--- config.mk ---
export PLATFORM = sky130hd
export DESIGN_NAME = vga_timing_gen
export DESIGN_NICKNAME = d
export VERILOG_FILES = /design/src/rtl/vga_timing_gen.sv
export SDC_FILE = /design/constraint.sdc
export NUM_CORES = 1
export LEC_CHECK = 0
export ABC_AREA = 1
export CAP_MARGIN = 30
export CORE_UTILIZATION = 30
export DETAILED_ROUTE_END_ITERATION = 8
export GPL_TIMING_DRIVEN = 0
export PLACE_DENSITY = 0.57
export SETUP_SLACK_MARGIN = 0.4
export SYNTH_ARGS = -nofsm -noshare
export SYNTH_HDL_FRONTEND = slang
export SYNTH_SLANG_ARGS = --single-unit
--- constraint.sdc ---
create_clock -name CLK -period 2.4 [get_ports CLK]
set_clock_uncertainty 0.05 [all_clocks]
set_input_delay 0.48 -clock CLK [delete_from_list [all_inputs] [get_ports CLK]]
set_output_delay 0.48 -clock CLK [all_outputs]
set_load 0.02 [all_outputs]
--- src/rtl/vga_timing_gen.sv ---
// Parametrised VGA/VESA timing generator: syncs, active qualifier, pixel addresses, frame/line strobes.
// Outputs lag the counters by 1+PIX_LAT pixel ticks; optional frame counter under VGA_TIMING_FRAME_CNT_EN.
module vga_timing_gen #(
    parameter int H_SYNC   = 112,
    parameter int H_BACK   = 248,
    parameter int H_ACTIVE = 1280,
    parameter int H_FRONT  = 48,
    parameter int V_SYNC   = 3,
    parameter int V_BACK   = 38,
    parameter int V_ACTIVE = 1024,
    parameter int V_FRONT  = 1,
    parameter bit HS_POL   = 1'b0,
    parameter bit VS_POL   = 1'b0,
    parameter int ADDR_W   = 11,
    parameter int PIX_LAT  = 0
) (
    input  logic              CLK,
    input  logic              RSTn,
    input  logic              Pix_En,
    input  logic              Run,
    output logic              Busy_Sig,
    output logic              HSYNC_Sig,
    output logic              VSYNC_Sig,
    output logic              Ready_Sig,
    output logic [ADDR_W-1:0] Column_Addr_Sig,
    output logic [ADDR_W-1:0] Row_Addr_Sig,
    output logic              Frame_Start_Sig,
    output logic              Line_Start_Sig
`ifdef VGA_TIMING_FRAME_CNT_EN
    ,
    output logic [15:0]       Frame_Cnt_Sig
`endif
);

    localparam int H_TOTAL = H_SYNC + H_BACK + H_ACTIVE + H_FRONT;
    localparam int V_TOTAL = V_SYNC + V_BACK + V_ACTIVE + V_FRONT;

    localparam logic [ADDR_W-1:0] L_H_LAST   = ADDR_W'(H_TOTAL - 1);
    localparam logic [ADDR_W-1:0] L_V_LAST   = ADDR_W'(V_TOTAL - 1);
    localparam logic [ADDR_W-1:0] L_HS_END   = ADDR_W'(H_SYNC);
    localparam logic [ADDR_W-1:0] L_VS_END   = ADDR_W'(V_SYNC);
    localparam logic [ADDR_W-1:0] L_HA0      = ADDR_W'(H_SYNC + H_BACK);
    localparam logic [ADDR_W-1:0] L_HA_LAST  = ADDR_W'(H_SYNC + H_BACK + H_ACTIVE - 1);
    localparam logic [ADDR_W-1:0] L_VA0      = ADDR_W'(V_SYNC + V_BACK);
    localparam logic [ADDR_W-1:0] L_VA_LAST  = ADDR_W'(V_SYNC + V_BACK + V_ACTIVE - 1);

    typedef enum logic [1:0] {S_IDLE, S_RUN, S_STOPPING} state_t;

    typedef struct packed {
        logic              hs;
        logic              vs;
        logic              rdy;
        logic [ADDR_W-1:0] col;
        logic [ADDR_W-1:0] row;
        logic              fs;
        logic              ls;
    } dec_t;

    localparam dec_t DEC_IDLE = '{hs: ~HS_POL, vs: ~VS_POL, rdy: 1'b0,
                                  col: {ADDR_W{1'b0}}, row: {ADDR_W{1'b0}},
                                  fs: 1'b0, ls: 1'b0};

    state_t            r_state;
    state_t            w_state_nxt;
    logic [ADDR_W-1:0] r_cnt_h;
    logic [ADDR_W-1:0] r_cnt_v;
    logic              w_h_last;
    logic              w_v_last;
    logic              w_busy;
    logic              w_h_act;
    logic              w_v_act;
    dec_t              w_dec;
    dec_t              r_pipe [0:PIX_LAT];

    assign w_h_last = (r_cnt_h == L_H_LAST);
    assign w_v_last = (r_cnt_v == L_V_LAST);
    assign w_busy   = (r_state != S_IDLE);

    // Stopping is only honoured on the last tick of a frame so a frame is never cut short.
    always_comb begin
        w_state_nxt = r_state;
        case (r_state)
            S_IDLE:     if (Run) w_state_nxt = S_RUN;
            S_RUN:      if (!Run) w_state_nxt = S_STOPPING;
            S_STOPPING: begin
                if (Run)
                    w_state_nxt = S_RUN;
                else if (w_h_last && w_v_last)
                    w_state_nxt = S_IDLE;
            end
            default:    w_state_nxt = S_IDLE;
        endcase
    end

    always_ff @(posedge CLK or negedge RSTn) begin
        if (!RSTn) begin
            r_state <= S_IDLE;
            r_cnt_h <= '0;
            r_cnt_v <= '0;
        end else if (Pix_En) begin
            r_state <= w_state_nxt;
            if (r_state == S_IDLE) begin
                r_cnt_h <= '0;
                r_cnt_v <= '0;
            end else if (w_h_last) begin
                r_cnt_h <= '0;
                r_cnt_v <= w_v_last ? '0 : r_cnt_v + ADDR_W'(1);
            end else begin
                r_cnt_h <= r_cnt_h + ADDR_W'(1);
            end
        end
    end

    assign w_h_act = (r_cnt_h >= L_HA0) && (r_cnt_h <= L_HA_LAST);
    assign w_v_act = (r_cnt_v >= L_VA0) && (r_cnt_v <= L_VA_LAST);

    always_comb begin
        w_dec = DEC_IDLE;
        if (w_busy) begin
            w_dec.hs  = (r_cnt_h < L_HS_END) ? HS_POL : ~HS_POL;
            w_dec.vs  = (r_cnt_v < L_VS_END) ? VS_POL : ~VS_POL;
            w_dec.rdy = w_h_act && w_v_act;
            if (w_h_act && w_v_act) begin
                w_dec.col = r_cnt_h - L_HA0;
                w_dec.row = r_cnt_v - L_VA0;
            end
            w_dec.fs  = (r_cnt_h == '0) && (r_cnt_v == '0);
            w_dec.ls  = (r_cnt_h == '0);
        end
    end

    // Stage 0 is the decode register; stages 1..PIX_LAT match downstream pixel-pipeline depth.
    always_ff @(posedge CLK or negedge RSTn) begin
        if (!RSTn) begin
            for (int i = 0; i <= PIX_LAT; i++) r_pipe[i] <= DEC_IDLE;
        end else if (Pix_En) begin
            r_pipe[0] <= w_dec;
            for (int i = 1; i <= PIX_LAT; i++) r_pipe[i] <= r_pipe[i-1];
        end
    end

    assign Busy_Sig        = w_busy;
    assign HSYNC_Sig       = r_pipe[PIX_LAT].hs;
    assign VSYNC_Sig       = r_pipe[PIX_LAT].vs;
    assign Ready_Sig       = r_pipe[PIX_LAT].rdy;
    assign Column_Addr_Sig = r_pipe[PIX_LAT].col;
    assign Row_Addr_Sig    = r_pipe[PIX_LAT].row;
    assign Frame_Start_Sig = r_pipe[PIX_LAT].fs;
    assign Line_Start_Sig  = r_pipe[PIX_LAT].ls;

`ifdef VGA_TIMING_FRAME_CNT_EN
    logic [15:0] r_frame_cnt;

    always_ff @(posedge CLK or negedge RSTn) begin
        if (!RSTn)
            r_frame_cnt <= '0;
        else if (Pix_En && w_dec.fs)
            r_frame_cnt <= r_frame_cnt + 16'd1;
    end

    assign Frame_Cnt_Sig = r_frame_cnt;
`endif

endmodule

==> results of run 1 <==
## per-layer routing
metal  wire length (um)  vias up  track usage
met4                157        0       0.0531
met2               3340       40        0.241
li1                   -     1415            -
met5                  0        -            0
met1               3740     1240        0.210
met3                205        9       0.0210
## metrics by stage
| stage | power, mW | utilization | hold slack, ps | std cells | setup WS, ps |
|---|---|---|---|---|---|
| 3_5_place_dp | 2.35 | 0.361 | 415 | 584 | 51.5 |
| 4_1_cts | 2.87 | 0.370 | 84.6 | 592 | 419 |
| 6_report | 2.86 | 0.375 | 69.2 | 595 | 484 |
| 3_3_place_gp | 2.33 | 0.359 | 413 | 583 | -753 |
| 5_1_grt | 3.10 | 0.375 | 103 | 595 | 391 |
| 2_1_floorplan | 1.93 | - | 134 | 419 | 716 |
## Yosys cell counts (all sizes together)
cell type / number
buf: 11
a21oi: 9
xor2: 15
clkbuf: 3
or2: 1
nand3b: 3
nor2: 54
a31oi: 1
nor3: 6
inv: 45
o32ai: 1
ha: 10
nor4: 1
o21ai: 16
xnor2: 1
a21boi: 1
nand4: 11
nand3: 46
o31ai: 1
nand2: 132
dfrtp: 49
dfstp: 2
## worst min path at each step
| stage | from | to | slack [ps] |
|---|---|---|---|
| detailed placement | Row_Addr_Sig[10]$_DFFE_PN0P_ | Row_Addr_Sig[10]$_DFFE_PN0P_ | 410 |
| global placement | Column_Addr_Sig[2]$_DFFE_PN0P_ | Column_Addr_Sig[2]$_DFFE_PN0P_ | 410 |
| CTS | RSTn | r_cnt_v[4]$_DFFE_PN0P_ | 80 |
| finish | RSTn | r_cnt_v[4]$_DFFE_PN0P_ | 70 |
| global route | RSTn | r_cnt_v[4]$_DFFE_PN0P_ | 100 |
| floorplan | RSTn | Column_Addr_Sig[0]$_DFFE_PN0P_ | 130 |
## area by class of cell
cell class | count | area, um2 | share of cell area
clock buffer | 7 | 86.3 | 0.0234
multi-input combinational | 310 | 1560 | 0.421
tap | 133 | 166 | 0.0450
inverter | 45 | 169 | 0.0457
timing repair buffer | 34 | 340 | 0.0921
sequential | 51 | 1280 | 0.347
clock inverter | 1 | 5.00 | 0.00135
buffer | 14 | 91.3 | 0.0247
## kinds of logic (layout without fill, tap and decap cells)
family                     count (synthesis)  count (layout)  synth area share
AOI/OAI and AO/OA                         29              30            0.0542
DFF                                       51              51             0.417
adders and majority gates                 10              10            0.0408
xor gates and xnor gates                  16              16            0.0457
and+or+nand+nor                          254             254             0.361
buffers and inverters                     59             101            0.0820
## state kept, by name, summed over array words and instances, names as in the netlist
signal,count
r_cnt_v,11
Ready_Sig,1
r_cnt_h,11
Frame_Start_Sig,1
r_state,2
Column_Addr_Sig,11
Line_Start_Sig,1
HSYNC_Sig,1
VSYNC_Sig,1
Row_Addr_Sig,11
## cells in the final DEF (no fill, tap or decap), types with 2 or more instances in the layout
| master | synthesis | routed |
|---|---|---|
| clkbuf_8 | 0 | 6 |
| nand2_2 | 2 | 2 |
| clkdlybuf4s50_1 | 0 | 27 |
| inv_1 | 41 | 39 |
| nor3_1 | 5 | 5 |
| nand3_1 | 45 | 45 |
| dfrtp_2 | 0 | 2 |
| nand3b_1 | 3 | 3 |
| buf_6 | 2 | 3 |
| xor2_1 | 15 | 15 |
| a21oi_1 | 9 | 9 |
| buf_4 | 1 | 3 |
| nand2_1 | 130 | 130 |
| nor2_4 | 2 | 3 |
| nand4_1 | 11 | 11 |
| buf_2 | 8 | 7 |
| dlygate4sd2_1 | 0 | 2 |
| o21ai_0 | 15 | 15 |
| nor2_2 | 3 | 4 |
| inv_2 | 4 | 6 |
| dfstp_2 | 2 | 2 |
| dfrtp_1 | 49 | 47 |
| clkbuf_1 | 2 | 3 |
| ha_1 | 10 | 10 |
| nor2_1 | 49 | 47 |
## critical path: stages, from the launching register on
cell	delay (ps)
dfrtp_1	420
inv_1	90
nand2_2	200
dlygate4sd2_1	370
## report_power, final
part           switching, mW  total, mW  internal [mW]
clock                  0.291      0.525          0.234
sequential             0.139       1.14          0.999
combinational          0.798       1.20          0.399
## repair_timing
item | CTS | global route
gates cloned | 0 | 1
setup endpoints to repair | 3 | 24
setup buffers | 0 | 2
pin swaps | 0 | 1
endpoints found under the hold margin | 0 | 0
resized for setup | 3 | 10
==> results.tsv, run 1 <==
metric	value	unit
final_area	3700	um2
die_w	103	um
vdd_drop_max	0.000263	V
setup_tns	0	ps
synth-seq-cells	51	
remaining_drc_errors	0	
worst_setup_hold_path_clk_slew	100	ps
nets	475	
finalCritPeriodShare	0.798	
critPathCapture	Busy_Sig	
globalplace.congestion	0.897	
dp_hpwl	5740	um
r2r_cells	9	
cap_viol_max_count	0	
synth_area_leaders	dfrtp_1, nand2_1, nand3_1	
yosysSeqAreaShare	0.417	
final.fill_count	1030	
synthCells	419	
rr_endpoint	r_cnt_v[4]$_DFFE_PN0P_	
hold_buffers	0	
antenna_found_initial	0	
cts_tree	done	
tightestPinTransition	481	ps
track_usage	0.151	
diodes	0	
grt_max_degree	32	
io_buffers	31	
first_iter_violations	156	
drt-total-wl	7430	um
synth_cell_types	32	
fmax	522	MHz
grt_setup_unrepaired	true	
overflow	0	
p_leak	1.83	nW
grt_pass1_wl	12500	um
rrSetupSlack	560	ps
num_rows	36	
syn_area_per_cell	7.32	um2
rr_startpoint	r_cnt_h[0]$_DFFE_PN0P_	
hold_class	input port to async pin	
yosysTopAreaCell	dfrtp_1	
drive_gt1_frac	0.102	
syn-num-nets	433	
layout_min_cycle_time	1920	ps
drt-vias-per-instance	4.54	
core_region_area	9860	um2
status	completed	
ant_nets	0	
worstSetupStartpoint	r_state[0]$_DFFE_PN0P_	
place_area	3560	um2
post_drt_wl_per_cell	12.5	um
die-area	10600	um2
ys_warn_count	0	
yosysTopAreaCellShare	0.400	
num_vias	2704	
cts_made_buffers	5	
numClockSinks	51	
relSlewSlack	0.679	
cts.htree.levels	2	
insertion_delay	300	ps
hold_viol_final	0	
initial_core_util	0.311	
cp.required	1870	ps
cp_max_fo	10	
slew_violations	0	
die_y	103	um
start_kind	flop	
clockRootBuffer	clkbuf_8	
syn_area	3070	um2
ioPinCount	32	
clock_path_buffers	2	
synthToLayoutAreaGrowth	20.5	%
pwr_density_cell	774	nW/um2
arrival	1390	ps
setup-violations-final	0	
worstSetupPathType	flop to primary output	
drt_pass1_iterations	4	
cp-end-kind	primary output	
grt_pass1_vias	2586	
No activity file was read; power rests on OpenSTA's default activity.
==> inputs of run 2 (changes only) <==
==> constraint.sdc (replaced) <==
create_clock -name CLK -period 1.85 [get_ports CLK]
set_clock_uncertainty 0.05 [all_clocks]
set_input_delay 0.37 -clock CLK [delete_from_list [all_inputs] [get_ports CLK]]
set_output_delay 0.37 -clock CLK [all_outputs]
set_load 0.02 [all_outputs]
==> results.tsv, run 2 (synthesis results as in run 1) <==
metric	value	unit	change
crit_path_cell_trace	buf_6 -> inv_4 -> nand2_1 -> nor2_2 -> nand3_2 -> nand2_2 -> nand3_2 -> nor2_4 -> buf_6 -> nand3_2 -> nand2_2		
p_seq_frac	0.293		-0.105
path_delay_family	simple AND/OR/NAND/NOR gates		
track_usage	0.178		+0.0262
drive_gt1_frac	0.404		+0.302
switching_power	2.17	mW	+77%
combPwrFrac	0.577		+0.159
grt_setup_unrepaired	true		
finalCritPeriodShare	0.941		
start_kind	flop		
diodes	0		unchanged
core_region_area	9860	um2	unchanged
insertion_delay	310	ps	about the same
numClockSinks	51		unchanged
status	completed		
globalplace.congestion	0.941		+4.9%
clock_path_buffers	2		unchanged
worst_path_max_delay_cell	dfrtp_1		
num_rows	36		unchanged
worstSetupStartpoint	r_cnt_v[2]$_DFFE_PN0P_		
final.fill_count	894		-13%
cp.required	2050	ps	+180 ps
worstSetupPathType	flop to flop		
power_frac_clock	0.130		-0.054
first_iter_violations	194		+24%
rr_endpoint	Column_Addr_Sig[6]$_DFFE_PN0P_		
drt-vias-per-instance	4.85		+6.7%
initial_core_util	0.311		unchanged
synthToLayoutAreaGrowth	54.1	%	
rr_startpoint	r_cnt_v[2]$_DFFE_PN0P_		
crit_path_max_incr_delay	390	ps	-30 ps
cp_max_fo	6		-4
path_depth	11		+8
die_w	103	um	unchanged
cap_viol_max_count	0		unchanged
arrival	1940	ps	+550 ps
path_buf_inv	3		+1
place_area	3580	um2	+0.67%
ant_nets	0		unchanged
switching_share	0.427		-0.00221
cts.htree.levels	2		unchanged
dp_hpwl	5720	um	-0.38%
drt_pass1_iterations	5		+1
slew_violations	0		unchanged
p_int	2.91	mW	+78%
overflow	0		unchanged
tightestPinTransition	433	ps	-48.3 ps
instances_no_fill	655		+10%
r2r_cells	11		+2
placed_cells	584		unchanged
worst_setup_hold_path_clk_slew	100	ps	about the same
grt_pass1_wl	14600	um	+17%
post_drt_wl_per_cell	14.2	um	+14%
die-area	10600	um2	unchanged
nets	535		+13%
layout_setup_ws	109	ps	-375 ps
grt_max_degree	37		+16%
p_leak	2.25	nW	+23%
grt_pass1_vias	2995		+16%
clockRootBuffer	clkbuf_8		
cp-end-kind	flop		
vdd_drop_max	0.000450	V	+71%
layout_min_cycle_time	1740	ps	
num_vias	3177		+17%
remaining_drc_errors	0		unchanged
final_area	4730	um2	+28%
hold_ws	427	ps	+358 ps
hold_viol_final	0		unchanged
ioPinCount	32		unchanged
antenna_found_initial	0		unchanged
die_y	103	um	unchanged
place_ws	-398	ps	-449 ps
io_buffers	31		unchanged
final_cell_mix	nand2_1, buf_4, dfrtp_1		
setup-violations-final	0		unchanged
layout_commonest_cell	nand2_1		
relSlewSlack	0.712		+0.0322
drt-total-wl	9320	um	+25%
hold_class	flop to flop		
fin_util	0.479		+0.105
cp_common_cell	nand3_2		
pwr_density_cell	1070	nW/um2	+39%
critPathCapture	Column_Addr_Sig[6]$_DFFE_PN0P_		
cts_tree	done		
fmax	574	MHz	
rrSetupSlack	110	ps	-450 ps
cts_made_buffers	5		unchanged
-- run 2: worst min path at each step --
stage / cells past startpoint / endpoint / slack (ps) / from
after floorplan: 0 / Column_Addr_Sig[0]$_DFFE_PN0P_ / 20 / RSTn
after global placement: 2 / Row_Addr_Sig[10]$_DFFE_PN0P_ / 410 / Row_Addr_Sig[10]$_DFFE_PN0P_
after detailed placement: 1 / Column_Addr_Sig[5]$_DFFE_PN0P_ / 270 / RSTn
after CTS: 2 / Column_Addr_Sig[1]$_DFFE_PN0P_ / 430 / Column_Addr_Sig[1]$_DFFE_PN0P_
after global routing: 2 / Column_Addr_Sig[1]$_DFFE_PN0P_ / 460 / Column_Addr_Sig[1]$_DFFE_PN0P_
final: 2 / Column_Addr_Sig[1]$_DFFE_PN0P_ / 430 / Column_Addr_Sig[1]$_DFFE_PN0P_
-- run 2: metal layers --
metal | GRT usage | routed length [um]
met5 | 0 | 0
met4 | 0.0618 | 289
met3 | 0.0210 | 393
met2 | 0.303 | 4630
met1 | 0.232 | 4010
-- run 2: metrics by stage --
stage / total power [mW] / setup TNS (ps)
finish: 5.08 / 0
global route: 5.40 / 0
CTS: 4.65 / 0
detailed placement: 3.08 / -1960
global placement: 3.05 / -62960
floorplan: 2.54 / 0
-- run 2: worst reg2reg max path, stage by stage, from the launching register on --
cell     delay (ps)
dfrtp_1         390
buf_6           140
inv_4            60
nand2_1         100
nor2_2          160
nand3_2          90
nand2_2          70
nand3_2          90
nor2_4          230
buf_6           170
nand3_2          70
nand2_2          70
-- run 2: repair_timing --
item,CTS,global route
setup buffers,37,20
gates cloned,5,0
endpoints found under the setup margin,77,73
hold buffers,1,0
hold endpoints to repair,14,0
pin swaps,27,25
resized for setup,160,87
-- run 2: layout make-up --
type	instances	area (um2)	share of cell area
well taps	133	166	0.0352
plain buffers	14	134	0.0283
flip-flops and latches	51	1290	0.272
repair buffers	94	842	0.178
repair inverters	1	7.51	0.00159
multi-input cells	309	2000	0.424
inverters	45	199	0.0421
clock buffers	5	68.8	0.0146
clock inverters	3	20.0	0.00423
-- run 2: power by group through the flow --
stage / logic (mW) / clock network, mW / registers [mW]
final: 2.93 / 0.659 / 1.49
after global routing: 3.18 / 0.715 / 1.51
after CTS: 2.49 / 0.684 / 1.48
after detailed placement: 1.58 / 0 / 1.50
after global placement: 1.56 / 0 / 1.49
after floorplan: 1.02 / 0 / 1.52
==> inputs of run 3 (changes only) <==
--- a/config.mk
+++ b/config.mk
@@ -9,9 +9,11 @@
 export CAP_MARGIN = 30
 export CORE_UTILIZATION = 30
 export DETAILED_ROUTE_END_ITERATION = 8
+export GPL_ROUTABILITY_DRIVEN = 0
 export GPL_TIMING_DRIVEN = 0
 export PLACE_DENSITY = 0.57
 export SETUP_SLACK_MARGIN = 0.4
+export SKIP_LAST_GASP = 1
 export SYNTH_ARGS = -nofsm -noshare
 export SYNTH_HDL_FRONTEND = slang
 export SYNTH_SLANG_ARGS = --single-unit
==> results of run 3 <==
Same layout as run 2: the final DEF is identical, and so are final timing and power.
